==> src/rtl/load_store_unit_pkg.sv <==
// Shared types and constants for the load/store unit: FSM states, access size
// codes and the bus widths used by the interface.
package lsu_pkg;

  typedef enum logic [2:0] {IDLE, RD, RDATA, WR, RESP} lsu_state_e;

  localparam logic [1:0] SZ_BYTE = 2'b00;
  localparam logic [1:0] SZ_HALF = 2'b01;
  localparam logic [1:0] SZ_WORD = 2'b10;

  localparam int unsigned LSU_DW = 32;
  localparam int unsigned LSU_AW = 32;

  // Illegal size 11 is reported separately, so it falls through to 4 here.
  function automatic logic [2:0] size_bytes(input logic [1:0] size);
    case (size)
      SZ_BYTE: return 3'd1;
      SZ_HALF: return 3'd2;
      default: return 3'd4;
    endcase
  endfunction

endpackage

==> src/rtl/load_store_unit_if.sv <==
// Request/response handshake plus data-memory port of the load/store unit.
interface load_store_unit_if;
  import lsu_pkg::*;

  logic              req_valid;
  logic              req_ready;
  logic              req_we;
  logic [1:0]        req_size;
  logic              req_unsigned;
  logic [LSU_AW-1:0] req_addr;
  logic [LSU_DW-1:0] req_wdata;

  logic              resp_valid;
  logic              resp_ready;
  logic [LSU_DW-1:0] resp_rdata;
  logic              resp_err;

  logic              mem_wr_en;
  logic [LSU_AW-1:0] mem_addr;
  logic [LSU_DW-1:0] mem_din;
  logic [LSU_DW-1:0] mem_dout;

  modport slave (
    input  req_valid, req_we, req_size, req_unsigned, req_addr, req_wdata,
    input  resp_ready, mem_dout,
    output req_ready, resp_valid, resp_rdata, resp_err,
    output mem_wr_en, mem_addr, mem_din
  );

  modport master (
    output req_valid, req_we, req_size, req_unsigned, req_addr, req_wdata,
    output resp_ready, mem_dout,
    input  req_ready, resp_valid, resp_rdata, resp_err,
    input  mem_wr_en, mem_addr, mem_din
  );

endinterface

==> src/rtl/load_store_unit_lane_align.sv <==
// Byte/half lane extraction with sign/zero extension for loads, and lane merge
// of store data into a memory word for read-modify-write stores.
module lsu_lane_align
  import lsu_pkg::*;
(
  input  logic [31:0] word,
  input  logic [1:0]  offset,
  input  logic [1:0]  size,
  input  logic        is_unsigned,
  input  logic [31:0] wdata,
  output logic [31:0] load_data,
  output logic [31:0] merged
);

  logic [7:0]  byte_lane;
  logic [15:0] half_lane;

  always_comb begin
    byte_lane = word[{offset, 3'b000} +: 8];
    half_lane = word[{offset[1], 4'b0000} +: 16];
    load_data = word;
    merged    = wdata;
    case (size)
      SZ_BYTE: begin
        load_data = {{24{~is_unsigned & byte_lane[7]}}, byte_lane};
        merged    = word;
        merged[{offset, 3'b000} +: 8] = wdata[7:0];
      end
      SZ_HALF: begin
        load_data = {{16{~is_unsigned & half_lane[15]}}, half_lane};
        merged    = word;
        merged[{offset[1], 4'b0000} +: 16] = wdata[15:0];
      end
      default: ;
    endcase
  end

endmodule

==> src/rtl/load_store_unit.sv <==
// Memory-stage load/store unit: window/alignment check, sub-word loads with
// extension, and read-modify-write sub-word stores on a word-wide memory.
module load_store_unit
  import lsu_pkg::*;
#(
  parameter int unsigned             ADDR_WIDTH = 32,
  parameter int unsigned             DATA_WIDTH = 32,
  parameter logic [ADDR_WIDTH-1:0]   MEM_BASE   = 32'h0000_1000,
  parameter logic [ADDR_WIDTH-1:0]   MEM_LIMIT  = 32'h0000_1068
)
(
  input logic              clk,
  input logic              reset,
  load_store_unit_if.slave bus
);

  lsu_state_e state, state_next;

  logic [ADDR_WIDTH-1:0] addr_q;
  logic [1:0]            size_q;
  logic                  we_q;
  logic                  uns_q;
  logic                  err_q;
  logic [DATA_WIDTH-1:0] wdata_q;
  logic [DATA_WIDTH-1:0] rdata_q;

  logic                  accept;
  logic                  req_err;
  logic [ADDR_WIDTH:0]   req_end;
  logic [DATA_WIDTH-1:0] load_data;
  logic [DATA_WIDTH-1:0] merged;

  assign accept = bus.req_valid && (state == IDLE);

  always_comb begin
    req_end = {1'b0, bus.req_addr} + {{(ADDR_WIDTH-2){1'b0}}, size_bytes(bus.req_size)};
    req_err = (bus.req_size == 2'b11)
           || ((bus.req_size == SZ_HALF) && bus.req_addr[0])
           || ((bus.req_size == SZ_WORD) && (bus.req_addr[1:0] != 2'b00))
           || (bus.req_addr < MEM_BASE)
           || (req_end > {1'b0, MEM_LIMIT});
  end

  lsu_lane_align u_align (
    .word        (bus.mem_dout),
    .offset      (addr_q[1:0]),
    .size        (size_q),
    .is_unsigned (uns_q),
    .wdata       (wdata_q),
    .load_data   (load_data),
    .merged      (merged)
  );

  always_ff @(posedge clk or negedge reset) begin
    if (!reset) state <= IDLE;
    else        state <= state_next;
  end

  always_comb begin
    state_next = state;
    case (state)
      IDLE: begin
        if (accept) begin
          if (req_err)                                  state_next = RESP;
          else if (bus.req_we && bus.req_size == SZ_WORD) state_next = WR;
          else                                          state_next = RD;
        end
      end
      RD:      state_next = RDATA;
      RDATA:   state_next = we_q ? WR : RESP;
      WR:      state_next = RESP;
      RESP:    if (bus.resp_ready) state_next = IDLE;
      default: state_next = IDLE;
    endcase
  end

  // wdata_q doubles as the write register: raw data for word stores, and the
  // merged word captured in RDATA for sub-word stores.
  always_ff @(posedge clk or negedge reset) begin
    if (!reset) begin
      addr_q  <= '0;
      size_q  <= '0;
      we_q    <= 1'b0;
      uns_q   <= 1'b0;
      err_q   <= 1'b0;
      wdata_q <= '0;
      rdata_q <= '0;
    end else if (accept) begin
      addr_q  <= bus.req_addr;
      size_q  <= bus.req_size;
      we_q    <= bus.req_we;
      uns_q   <= bus.req_unsigned;
      err_q   <= req_err;
      wdata_q <= bus.req_wdata;
      rdata_q <= '0;
    end else if (state == RDATA) begin
      if (we_q) wdata_q <= merged;
      else      rdata_q <= load_data;
    end
  end

  always_comb begin
    bus.req_ready  = 1'b0;
    bus.resp_valid = 1'b0;
    bus.resp_rdata = '0;
    bus.resp_err   = 1'b0;
    bus.mem_wr_en  = 1'b0;
    bus.mem_addr   = '0;
    bus.mem_din    = '0;
    case (state)
      IDLE: bus.req_ready = 1'b1;
      RD:   bus.mem_addr  = {addr_q[ADDR_WIDTH-1:2], 2'b00};
      WR: begin
        bus.mem_wr_en = 1'b1;
        bus.mem_addr  = {addr_q[ADDR_WIDTH-1:2], 2'b00};
        bus.mem_din   = wdata_q;
      end
      RESP: begin
        bus.resp_valid = 1'b1;
        bus.resp_rdata = rdata_q;
        bus.resp_err   = err_q;
      end
      default: ;
    endcase
  end

endmodule

==> src/flat_wrapper.sv <==
// flat-port wrapper written by rule: the top's interface ports become plain ports
module load_store_unit_flat import lsu_pkg::*;
#(
  parameter int unsigned             ADDR_WIDTH = 32,
  parameter int unsigned             DATA_WIDTH = 32,
  parameter logic [ADDR_WIDTH-1:0]   MEM_BASE   = 32'h0000_1000,
  parameter logic [ADDR_WIDTH-1:0]   MEM_LIMIT  = 32'h0000_1068
)
  (clk, reset, bus_req_valid, bus_req_we, bus_req_size, bus_req_unsigned, bus_req_addr, bus_req_wdata, bus_resp_ready, bus_mem_dout, bus_req_ready, bus_resp_valid, bus_resp_rdata, bus_resp_err, bus_mem_wr_en, bus_mem_addr, bus_mem_din);
  load_store_unit_if bus_i ();
  input logic clk;
  input logic reset;
  input wire logic [$bits(bus_i.req_valid)-1:0] bus_req_valid;
  input wire logic [$bits(bus_i.req_we)-1:0] bus_req_we;
  input wire logic [$bits(bus_i.req_size)-1:0] bus_req_size;
  input wire logic [$bits(bus_i.req_unsigned)-1:0] bus_req_unsigned;
  input wire logic [$bits(bus_i.req_addr)-1:0] bus_req_addr;
  input wire logic [$bits(bus_i.req_wdata)-1:0] bus_req_wdata;
  input wire logic [$bits(bus_i.resp_ready)-1:0] bus_resp_ready;
  input wire logic [$bits(bus_i.mem_dout)-1:0] bus_mem_dout;
  output wire logic [$bits(bus_i.req_ready)-1:0] bus_req_ready;
  output wire logic [$bits(bus_i.resp_valid)-1:0] bus_resp_valid;
  output wire logic [$bits(bus_i.resp_rdata)-1:0] bus_resp_rdata;
  output wire logic [$bits(bus_i.resp_err)-1:0] bus_resp_err;
  output wire logic [$bits(bus_i.mem_wr_en)-1:0] bus_mem_wr_en;
  output wire logic [$bits(bus_i.mem_addr)-1:0] bus_mem_addr;
  output wire logic [$bits(bus_i.mem_din)-1:0] bus_mem_din;
  assign bus_i.req_valid = bus_req_valid;
  assign bus_i.req_we = bus_req_we;
  assign bus_i.req_size = bus_req_size;
  assign bus_i.req_unsigned = bus_req_unsigned;
  assign bus_i.req_addr = bus_req_addr;
  assign bus_i.req_wdata = bus_req_wdata;
  assign bus_i.resp_ready = bus_resp_ready;
  assign bus_i.mem_dout = bus_mem_dout;
  assign bus_req_ready = bus_i.req_ready;
  assign bus_resp_valid = bus_i.resp_valid;
  assign bus_resp_rdata = bus_i.resp_rdata;
  assign bus_resp_err = bus_i.resp_err;
  assign bus_mem_wr_en = bus_i.mem_wr_en;
  assign bus_mem_addr = bus_i.mem_addr;
  assign bus_mem_din = bus_i.mem_din;
  load_store_unit #(.ADDR_WIDTH(ADDR_WIDTH), .DATA_WIDTH(DATA_WIDTH), .MEM_BASE(MEM_BASE), .MEM_LIMIT(MEM_LIMIT)) u_core (.clk(clk), .reset(reset), .bus(bus_i));
endmodule
==> config.mk <==
export PLATFORM = sky130hd
export DESIGN_NAME = load_store_unit_flat
export DESIGN_NICKNAME = d
export VERILOG_FILES = /design/src/rtl/load_store_unit_pkg.sv /design/src/rtl/load_store_unit_if.sv /design/src/rtl/load_store_unit_lane_align.sv /design/src/rtl/load_store_unit.sv /design/src/flat_wrapper.sv
export SDC_FILE = /design/constraint.sdc
export NUM_CORES = 1
export LEC_CHECK = 0
export BUFFER_PORTS_ARGS = -buffer_cell sky130_fd_sc_hd__buf_4
export CORE_MARGIN = 10
export CORE_UTILIZATION = 40
export CTS_BUF_LIST = sky130_fd_sc_hd__clkbuf_8
export CTS_CLUSTER_SIZE = 10
export DETAILED_ROUTE_END_ITERATION = 10
export PLACE_DENSITY = 0.73
export SLEW_MARGIN = 20
export SYNTH_ARGS = -nofsm -noshare
export SYNTH_HDL_FRONTEND = slang
export SYNTH_HIERARCHICAL = 1
export SYNTH_SLANG_ARGS = --single-unit
==> constraint.sdc <==
create_clock -name clk -period 2.4 [get_ports clk]
set_input_delay 0.48 -clock clk [delete_from_list [all_inputs] [get_ports clk]]
set_output_delay 0.48 -clock clk [all_outputs]
set_load 0.005 [all_outputs]
* Word level (Yosys, flattened, before mapping)
Index checks and enable logic that the tools add are counted.
** Word-level totals
- Register bits after elaboration :: 104
- Word-level logic and storage cells :: 76
** Operators by class
- Shift operators :: 6
- Equality and inequality tests :: 11
- $add $sub $neg :: 3
- Bitwise gates (word level) :: 3
- Muxes and demuxes :: 24
- Reductions and logical operators :: 19
- Order comparisons :: 2
** Operators by type and width (number)
- $mux 32 :: 9
- $pmux 32 s2 :: 2
- $bwmux 32 :: 2
- $add 32x3->33 :: 1
- $gt 33x13->1 const B :: 1
- $lt 32x13->1 const B :: 1
- $shift 16x7->32 const A :: 1
- $shift 8x7->32 const A :: 1
- $shiftx 16x7->32 :: 1
- $shiftx 32x6->16 :: 1
- $shiftx 32x6->8 :: 1
- $shiftx 8x7->32 :: 1
- $pmux 3 s5 :: 1
- $neg 5->7 :: 2
- $mux 3 :: 4
- $eq 3x2->1 const B :: 2
- $pmux 3 s2 :: 1
- $reduce_bool 2->1 :: 3
- $eq 2x1->1 const B :: 2
- $eq 2x2->1 const B :: 2
- $logic_and 1x1->1 :: 4
- $logic_not 2->1 :: 2
- $logic_or 1x1->1 :: 4
- $mux 1 :: 4
- 12 further kinds :: 15

* Longest topological paths before layout
Gate-level depths: netlist of run 1.
- Depth in word-level cells :: 9
- Gate-level depth with buffers :: 11
- Depth with buffers taken out :: 10

* Modules after synthesis
The synthesis of run 1 kept the hierarchy.
** Modules (own cells, without submodules)
- load_store_unit :: cells each 554, times used 1, area each 5713.0 um^2, sequential area each 2602.5 um^2
- lsu_lane_align :: cells each 269, times used 1, area each 1712.9 um^2, sequential area each 0.0 um^2

* Worst setup path before layout of run 1
No wires, ideal clock.
- Path kind :: in2reg
- Start point :: in bus_req_size[1]
- End point :: reg u_core.state[1]
- Path buffers :: 1
- Data required time :: 2.305 ns
- Data arrival time :: 2.771 ns
- Cell stages on the path :: 11
- Setup slack :: -0.467 ns
- Library setup time :: 0.095 ns
- Cells stage by stage :: nor2_1 -> ha_1 -> fa_1 -> a21oi_2 -> nor4b_4 -> buf_6 -> a211o_2 -> a32oi_1 -> o2111ai_1 -> or2_1 -> o32ai_2
** Between the ends
- Word-level cells in the longest chain between the ends :: 9
- Elaborated cells on any way between the ends :: 18
** RTL lines
- from (decl) :: RTL line flat_wrapper.sv:15 : input wire logic [$bits(bus_i.req_size)-1:0] bus_req_size;
- branches (longest 6 deep; another with $add 32x3->33)
- $mux 3 (*) :: RTL line load_store_unit.sv:64 : if (req_err) state_next = RESP;
- $mux 3 (*) :: RTL line load_store_unit.sv:63 : if (accept) begin
- $pmux 3 s5 (*) :: RTL line load_store_unit.sv:61 : case (state)
- to (signal assigned) :: RTL line load_store_unit.sv:56 : else state <= state_next;
- to (decl) :: RTL line load_store_unit.sv:17 : lsu_state_e state, state_next;
Mark *: on every way between the ends. The select of a mux whose other input is x is not followed.
A chain may end at the register's enable or synchronous reset.

* Worst setup path after layout of run 1
- Start point :: in bus_req_size[1]
- End point :: reg u_core.err_q
** Between the ends
- Word-level cells in the longest chain between the ends :: 6
- Elaborated cells on any way between the ends :: 13
** RTL lines
- branches (longest 5 deep; another with $add 32x3->33)
- $logic_or 1x1->1 (*) :: RTL line load_store_unit.sv:41 : || (req_end > {1'b0, MEM_LIMIT});
- to (signal assigned) :: RTL line load_store_unit.sv:93 : err_q <= req_err;
- to (decl) :: RTL line load_store_unit.sv:23 : logic err_q;
Mark *: on every way between the ends.

==> reports/qor.csv, run 1 <==
stage;metric;value;unit
status;status;finished with violations;
status;failing checks;negative setup slack;
synthesis;Yosys warnings;6;
layout;most common cell after layout, fill and taps aside;buf_4;
place;Inst Count DP;1247;
sta;Slew Viols, Final;0;
synthesis;Avg Inst Size Synth;9.02;sq um
synthesis;simple-gate share of the synthesized area;0.244;
synthesis;post-synth top area share;0.350;
setup_path;R2R setup slack;170;ps
layout;design area;0.00981;sq mm
sta;setup violators final;2;
grt;number of global-route vias before repair;7478;
clocking;hold_buf cts;0;
synthesis;EDFF count, synth;0;
setup_path;worst path required time;2710;ps
synthesis;adder-cell share of the synthesized area;0.0162;
setup_path;CP Data Arrival Time;2780;ps
layout;share of cells above drive strength 1;0.360;
floorplan;num rows;49;
setup_path;Crit. Startpoint;bus_req_size[1];
synthesis;Synth area leaders;dfrtp_1 35%, mux2i_1 6.9%, mux2_2 6.1%;
setup_path;crit path launch type;input port;
detailed_routing;DRC viols;0;
place;DP Area;0.00949;sq mm
layout;Non-Filler Instances;1265;
setup_path;worst-path fanout max;6;
grt;global-route wire length before repair;42.3;mm
clocking;Clock Tree Buf Depth;2;
sta;skew final;15.8;ps
synthesis;compound-cell area share of the yosys netlist;0.213;
min_path;Hold WC Path Type;in -> async;
detailed_routing;wire length per cell;21.4;um
detailed_routing;DRT iter0 DRCs;768;
synthesis;register area share after synthesis;0.350;
setup_path;R2R Path Start;u_core/addr_q[1];
sta;Slew HR;0.509;
floorplan;starting density of the core;0.411;
synthesis;Synth area leader;dfrtp_1;
setup_path;Slowest cell on crit path;nor4b_4;
detailed_routing;via count;7360;
clocking;Worst-path clk slew;110;ps
job;number of max-cap violations;0;
power;PD cells;802;mW/mm^2
floorplan;io pins;204;
layout;Net count, final;1144;
sta;min Tclk post-route;2470;ps
synthesis;main combinational cell family by area after synthesis;simple AND/OR/NAND/NOR gates;
grt;largest net degree at the start of global routing;65;
power;Leak;4.58;nW
layout;# fillers;1675;
setup_path;slowest stage delay, CP;400;ps
detailed_routing;Total Wirelength;27.0;mm
clocking;root buf cell;clkbuf_8;
sta;RSZ-0062 raised after global routing;yes;
synthesis;ys async rst share;1.00;
floorplan;Core Area;0.0181;sq mm
synthesis;register bit total from synthesis;104;
clocking;CTS Buf Count;9;
power;Final Power;7.87;mW
synthesis;Mapped Area;0.00743;sq mm
sta;worst slew pin tran;733;ps
synthesis;post-synthesis xor/xnor area fraction;0.00354;
detailed_routing;via/cell ratio;5.82;
floorplan;full die area;0.0244;sq mm
place;final RePlAce weighted congestion;0.984;
clocking;TritonCTS clock tree;yes;
place;DPL Wire Length;20.4;mm
sta;f_max;404;MHz
layout;# diodes;0;
grt;antenna violations before repair;2;
clocking;htree depth;3;
synthesis;fraction of synthesized area in multiplexers;0.129;
power;peak supply drop;464;uV
setup_path;crit path kind;in -> reg;
synthesis;synth unique cells;77;
sta;Tcrit/Tclk final;1.03;
floorplan;Die Span Y;156;um
sta;final worst slack;-72.5;ps
setup_path;critical path capture point type;flop;
setup_path;CP cell instances;buf_8, nor2_4, ha_4, fa_2, a21oi_4, nor4b_4, buf_4, nand2_1, o211ai_1, o311ai_1, or2_4, o22a_2;
floorplan;Die Width;156;um
setup_path;crit path capture;u_core/err_q;
synthesis;Syn Inst Count;823;
detailed_routing;Final ANT Viol Nets;0;
synthesis;ys flop type;dfrtp_1;
detailed_routing;first-pass iteration count of the detailed router;5;
layout;area added between synthesis and finish;32.1;%
grt;gr usage total;0.215;
layout;commonest cells after routing, fill and taps aside;257 x buf_4, 104 x dfrtp_1, 84 x nand2_1;
grt;total grt overflow;0;
place;worst slack at placement;-547;ps
place;PortBufs;201;
sta;final hold viol count;0;
clocking;# clock sinks;104;
clocking;Clk Latency, worst-skew pair;410;ps
setup_path;Reg-to-Reg End;u_core/wdata_q[3];
setup_path;cell count of the worst reg-to-reg path;8;
==> synthesized netlist by cell type, types with 6 or more instances <==
cell type    n
nand2_1     84
a221o_1      6
o21ai_0     13
and2_1      66
nand4_1      9
mux2_2      40
a21oi_2     11
a22oi_1      7
nor3_1      10
buf_2       10
inv_1        7
ha_1         8
and3_1      35
nor2b_1     15
nand3_1     10
dfrtp_1    104
mux2i_1     51
o221ai_1    15
a21oi_1     66
a22o_1      48
nand2b_1    10
nor2_1      45
a222oi_1     7
clkbuf_1    51
==> flip-flops by register name, indices dropped and copies added, names as in the netlist <==
| register | flops |
|---|---|
| u_core/uns_q | 1 |
| u_core/rdata_q | 32 |
| u_core/addr_q | 32 |
| u_core/err_q | 1 |
| u_core/wdata_q | 32 |
| u_core/size_q | 2 |
| u_core/we_q | 1 |
| u_core/state | 3 |
==> routing by layer <==
layer	up-vias	GRT usage	share of wire
met3	28	0.0345	0.066
li1	3458	-	-
met2	292	0.347	0.47
met1	3582	0.289	0.44
met5	-	0	0
met4	0	0.0679	0.018
==> power by group <==
part           switching, mW  internal (mW)
Combinational           2.09           1.71
Clock                  0.714          0.505
Sequential             0.591           2.26
==> how the worst min path moves through the flow <==
| stage | from | cells after the start | to |
|---|---|---|---|
| global placement | reset | 1 | u_core/addr_q[5] |
| global route | reset | 1 | u_core/addr_q[5] |
| floorplan | reset | 0 | u_core/addr_q[0] |
| detailed placement | reset | 1 | u_core/addr_q[5] |
| CTS | reset | 1 | u_core/addr_q[5] |
| finish | reset | 1 | u_core/addr_q[5] |
==> metrics by stage <==
stage / setup TNS [ps] / utilization / hold WS, ps
6_report: -142 / 0.542 / 18.9
5_1_grt: -1090 / 0.542 / 39.2
4_1_cts: 0 / 0.539 / 18.2
3_5_place_dp: -2060 / 0.525 / 459
3_3_place_gp: -2160 / 0.525 / 453
2_1_floorplan: -795 / - / 184
==> what timing repair did <==
item | in CTS | in global routing
endpoints found under the hold margin | 0 | 0
gates resized for setup | 9 | 10
pin swaps | 4 | 10
setup endpoints to repair | 4 | 44
setup buffers | 0 | 2
==> final cells by class <==
cell class | count | area, sq um | area share
well taps | 229 | 287 | 0.0292
clock inverters | 7 | 83.8 | 0.00855
multi-input cells | 645 | 4660 | 0.475
flip-flops and latches | 104 | 2600 | 0.265
inverters | 9 | 33.8 | 0.00344
clock buffers | 9 | 124 | 0.0126
repair buffers | 262 | 2020 | 0.206
==> critical path, delay by kind of cell <==
family / cells / cell delay (ps)
AO/OA/AOI/OAI: 4 / 710
adder cells (fa/ha/maj): 2 / 400
buffers and inverters: 2 / 310
AND/OR/NAND/NOR: 4 / 860
==> kinds of logic (layout without fill, tap and decap cells) <==
group	after synthesis	in the layout
flip-flops	104	104
AO/OA/AOI/OAI	215	215
adder cells (fa/ha/maj)	9	9
XOR/XNOR	3	3
multiplexers	91	91
other	1	2
buffers and inverters	75	287
AND/OR/NAND/NOR	325	325
Power figures use the tool's default switching activity.
==> run 2, diff against run 1 <==
==> constraint.sdc (replaced) <==
create_clock -name clk -period 3.1 [get_ports clk]
set_input_delay 0.62 -clock clk [delete_from_list [all_inputs] [get_ports clk]]
set_output_delay 0.62 -clock clk [all_outputs]
set_load 0.005 [all_outputs]
==> run 2 against run 1 <==
  * The run now ends clean
  * Largest power group unchanged
  * Clock-buffer cell count grew 1
  * Critical path depth decreased by 1
  * Clock power decreased by 29%
  * Non-clock buffer count shrank 34
  * Final area fell by 4.1%
  * Sequential power fell by 23%
  * Via count is 2.6% lower
  * Critical path type unchanged
  * Utilization is 2.2 points lower
==> reports/qor.csv, run 2 (synthesis results as in run 1) <==
stage;metric;value;unit;change
setup_path;critical path capture point type;flop;;
sta;Slew HR;0.402;;-0.107
sta;Slew Viols, Final;0;;unchanged
detailed_routing;via count;7168;;-2.6%
floorplan;starting density of the core;0.411;;unchanged
job;number of max-cap violations;0;;unchanged
place;Inst Count DP;1215;;-2.6%
place;worst slack at placement;-94.7;ps;+452 ps
floorplan;Die Span Y;156;um;unchanged
sta;worst slew pin tran;890;ps;+157 ps
grt;largest net degree at the start of global routing;65;;unchanged
layout;most common cell after layout, fill and taps aside;buf_4;;
grt;total grt overflow;0;;unchanged
detailed_routing;DRT iter0 DRCs;894;;+16%
floorplan;io pins;204;;unchanged
setup_path;worst path required time;3410;ps;+700 ps
setup_path;crit path kind;in -> reg;;
place;DPL Wire Length;19.9;mm;-2.4%
sta;min Tclk post-route;2780;ps;
clocking;htree depth;3;;unchanged
layout;# fillers;1729;;+3.2%
clocking;CTS Buf Count;9;;unchanged
layout;Non-Filler Instances;1232;;-2.6%
power;peak supply drop;303;uV;-35%
floorplan;num rows;49;;unchanged
place;final RePlAce weighted congestion;0.939;;-4.6%
clocking;Worst-path clk slew;120;ps;about the same
floorplan;full die area;0.0244;sq mm;unchanged
sta;setup violators final;0;;-2
setup_path;Reg-to-Reg End;u_core/wdata_q[19];;
setup_path;Slowest cell on crit path;fa_1;;
clocking;TritonCTS clock tree;yes;;
sta;final worst slack;319;ps;+392 ps
detailed_routing;wire length per cell;21.2;um;-0.92%
setup_path;R2R setup slack;420;ps;+250 ps
detailed_routing;DRC viols;0;;unchanged
setup_path;worst-path fanout max;3;;-3
setup_path;slowest stage delay, CP;440;ps;+40 ps
min_path;Hold WC Path Type;in -> async;;
sta;RSZ-0062 raised after global routing;no;;
sta;f_max;360;MHz;
grt;antenna violations before repair;1;;-1
grt;gr usage total;0.209;;-0.00614
clocking;root buf cell;clkbuf_8;;
layout;share of cells above drive strength 1;0.321;;-0.0387
detailed_routing;Final ANT Viol Nets;0;;unchanged
place;DP Area;0.00921;sq mm;-3.0%
clocking;CTS resizes;0;;-9
layout;area added between synthesis and finish;26.6;%;
floorplan;Die Width;156;um;unchanged
setup_path;CP Data Arrival Time;3090;ps;+310 ps
clocking;setup bufs post-CTS;0;;unchanged
setup_path;CP cell instances;buf_4, nor2_1, ha_1, fa_1, or3b_1, o41ai_1, o211ai_1, a32oi_1, o2111ai_1, or2_1, o32ai_2;;
power;Leak;4.38;nW;-4.3%
clocking;hold_buf cts;0;;unchanged
setup_path;cell count of the worst reg-to-reg path;8;;unchanged
sta;Tcrit/Tclk final;0.897;;
detailed_routing;Total Wirelength;26.1;mm;-3.5%
grt;global-route wire length before repair;40.6;mm;-4.1%
layout;Net count, final;1110;;-3.0%
grt;number of global-route vias before repair;7018;;-6.2%
sta;skew final;22.5;ps;+6.68 ps
layout;commonest cells after routing, fill and taps aside;226 x buf_4, 104 x dfrtp_1, 84 x nand2_1;;
sta;final hold viol count;0;;unchanged
sta;setup TNS;0;ps;+142 ps
layout;design area;0.00940;sq mm;-4.1%
layout;biggest registers after layout;u_core/addr_q (32), u_core/rdata_q (32), u_core/wdata_q (32);;
floorplan;Core Area;0.0181;sq mm;unchanged
clocking;Clock Tree Buf Depth;2;;unchanged
setup_path;crit path launch type;input port;;
detailed_routing;first-pass iteration count of the detailed router;5;;unchanged
setup_path;R2R Path Start;u_core/addr_q[1];;
clocking;# clock sinks;104;;unchanged
status;status;complete, no violations;;
place;PortBufs;201;;unchanged
detailed_routing;via/cell ratio;5.82;;unchanged
power;PD cells;625;mW/mm^2;-22%
clocking;Clk Latency, worst-skew pair;410;ps;about the same
run 2: layer usage:
metal  vias up  part of all wire  GRT usage
met5         -                 0          0
met4         0             0.024     0.0755
met3        38             0.079     0.0455
met2       304              0.46      0.323
met1      3428              0.44      0.281
li1       3398                 -          -
run 2: where the power goes:
group,internal (mW),switching (mW),total (mW)
registers,1.75,0.446,2.20
logic,1.24,1.58,2.82
clock network,0.328,0.534,0.862
run 2: worst max path at each step:
stage	from	endpoint	slack, ps	depth (start not counted)
floorplan	bus_req_size[1]	u_core/state[1]	90	11
global placement	bus_req_size[1]	u_core/state[1]	-40	11
detailed placement	bus_req_size[1]	u_core/state[1]	-90	11
CTS	bus_req_size[1]	u_core/state[1]	330	11
global route	bus_req_size[1]	u_core/state[1]	30	11
finish	bus_req_size[1]	u_core/state[1]	320	11
run 2: metrics by stage:
step	total power, mW	utilization	hold slack [ps]
after floorplan	4.14	-	324
after global placement	4.93	0.509	478
after detailed placement	4.99	0.509	474
after CTS	5.85	0.520	204
after global routing	6.29	0.520	226
final	5.88	0.520	192
run 2: layout make-up:
class | instances | area, sq um | area share
Antenna cell | 1 | 2.50 | 0.000266
Clock buffer | 10 | 138 | 0.0146
Clock inverter | 6 | 50.0 | 0.00532
Inverter | 9 | 33.8 | 0.00359
Multi-Input combinational cell | 645 | 4550 | 0.484
Sequential cell | 104 | 2600 | 0.277
Tap cell | 229 | 287 | 0.0305
Timing Repair Buffer | 228 | 1740 | 0.185
run 2: critical path: cells and delay by family:
kind / cells / cell delay, ps
and+or+nand+nor: 3 / 720
adders and majority gates: 2 / 650
buffers and inverters: 1 / 90
AOI/OAI and AO/OA: 5 / 1020
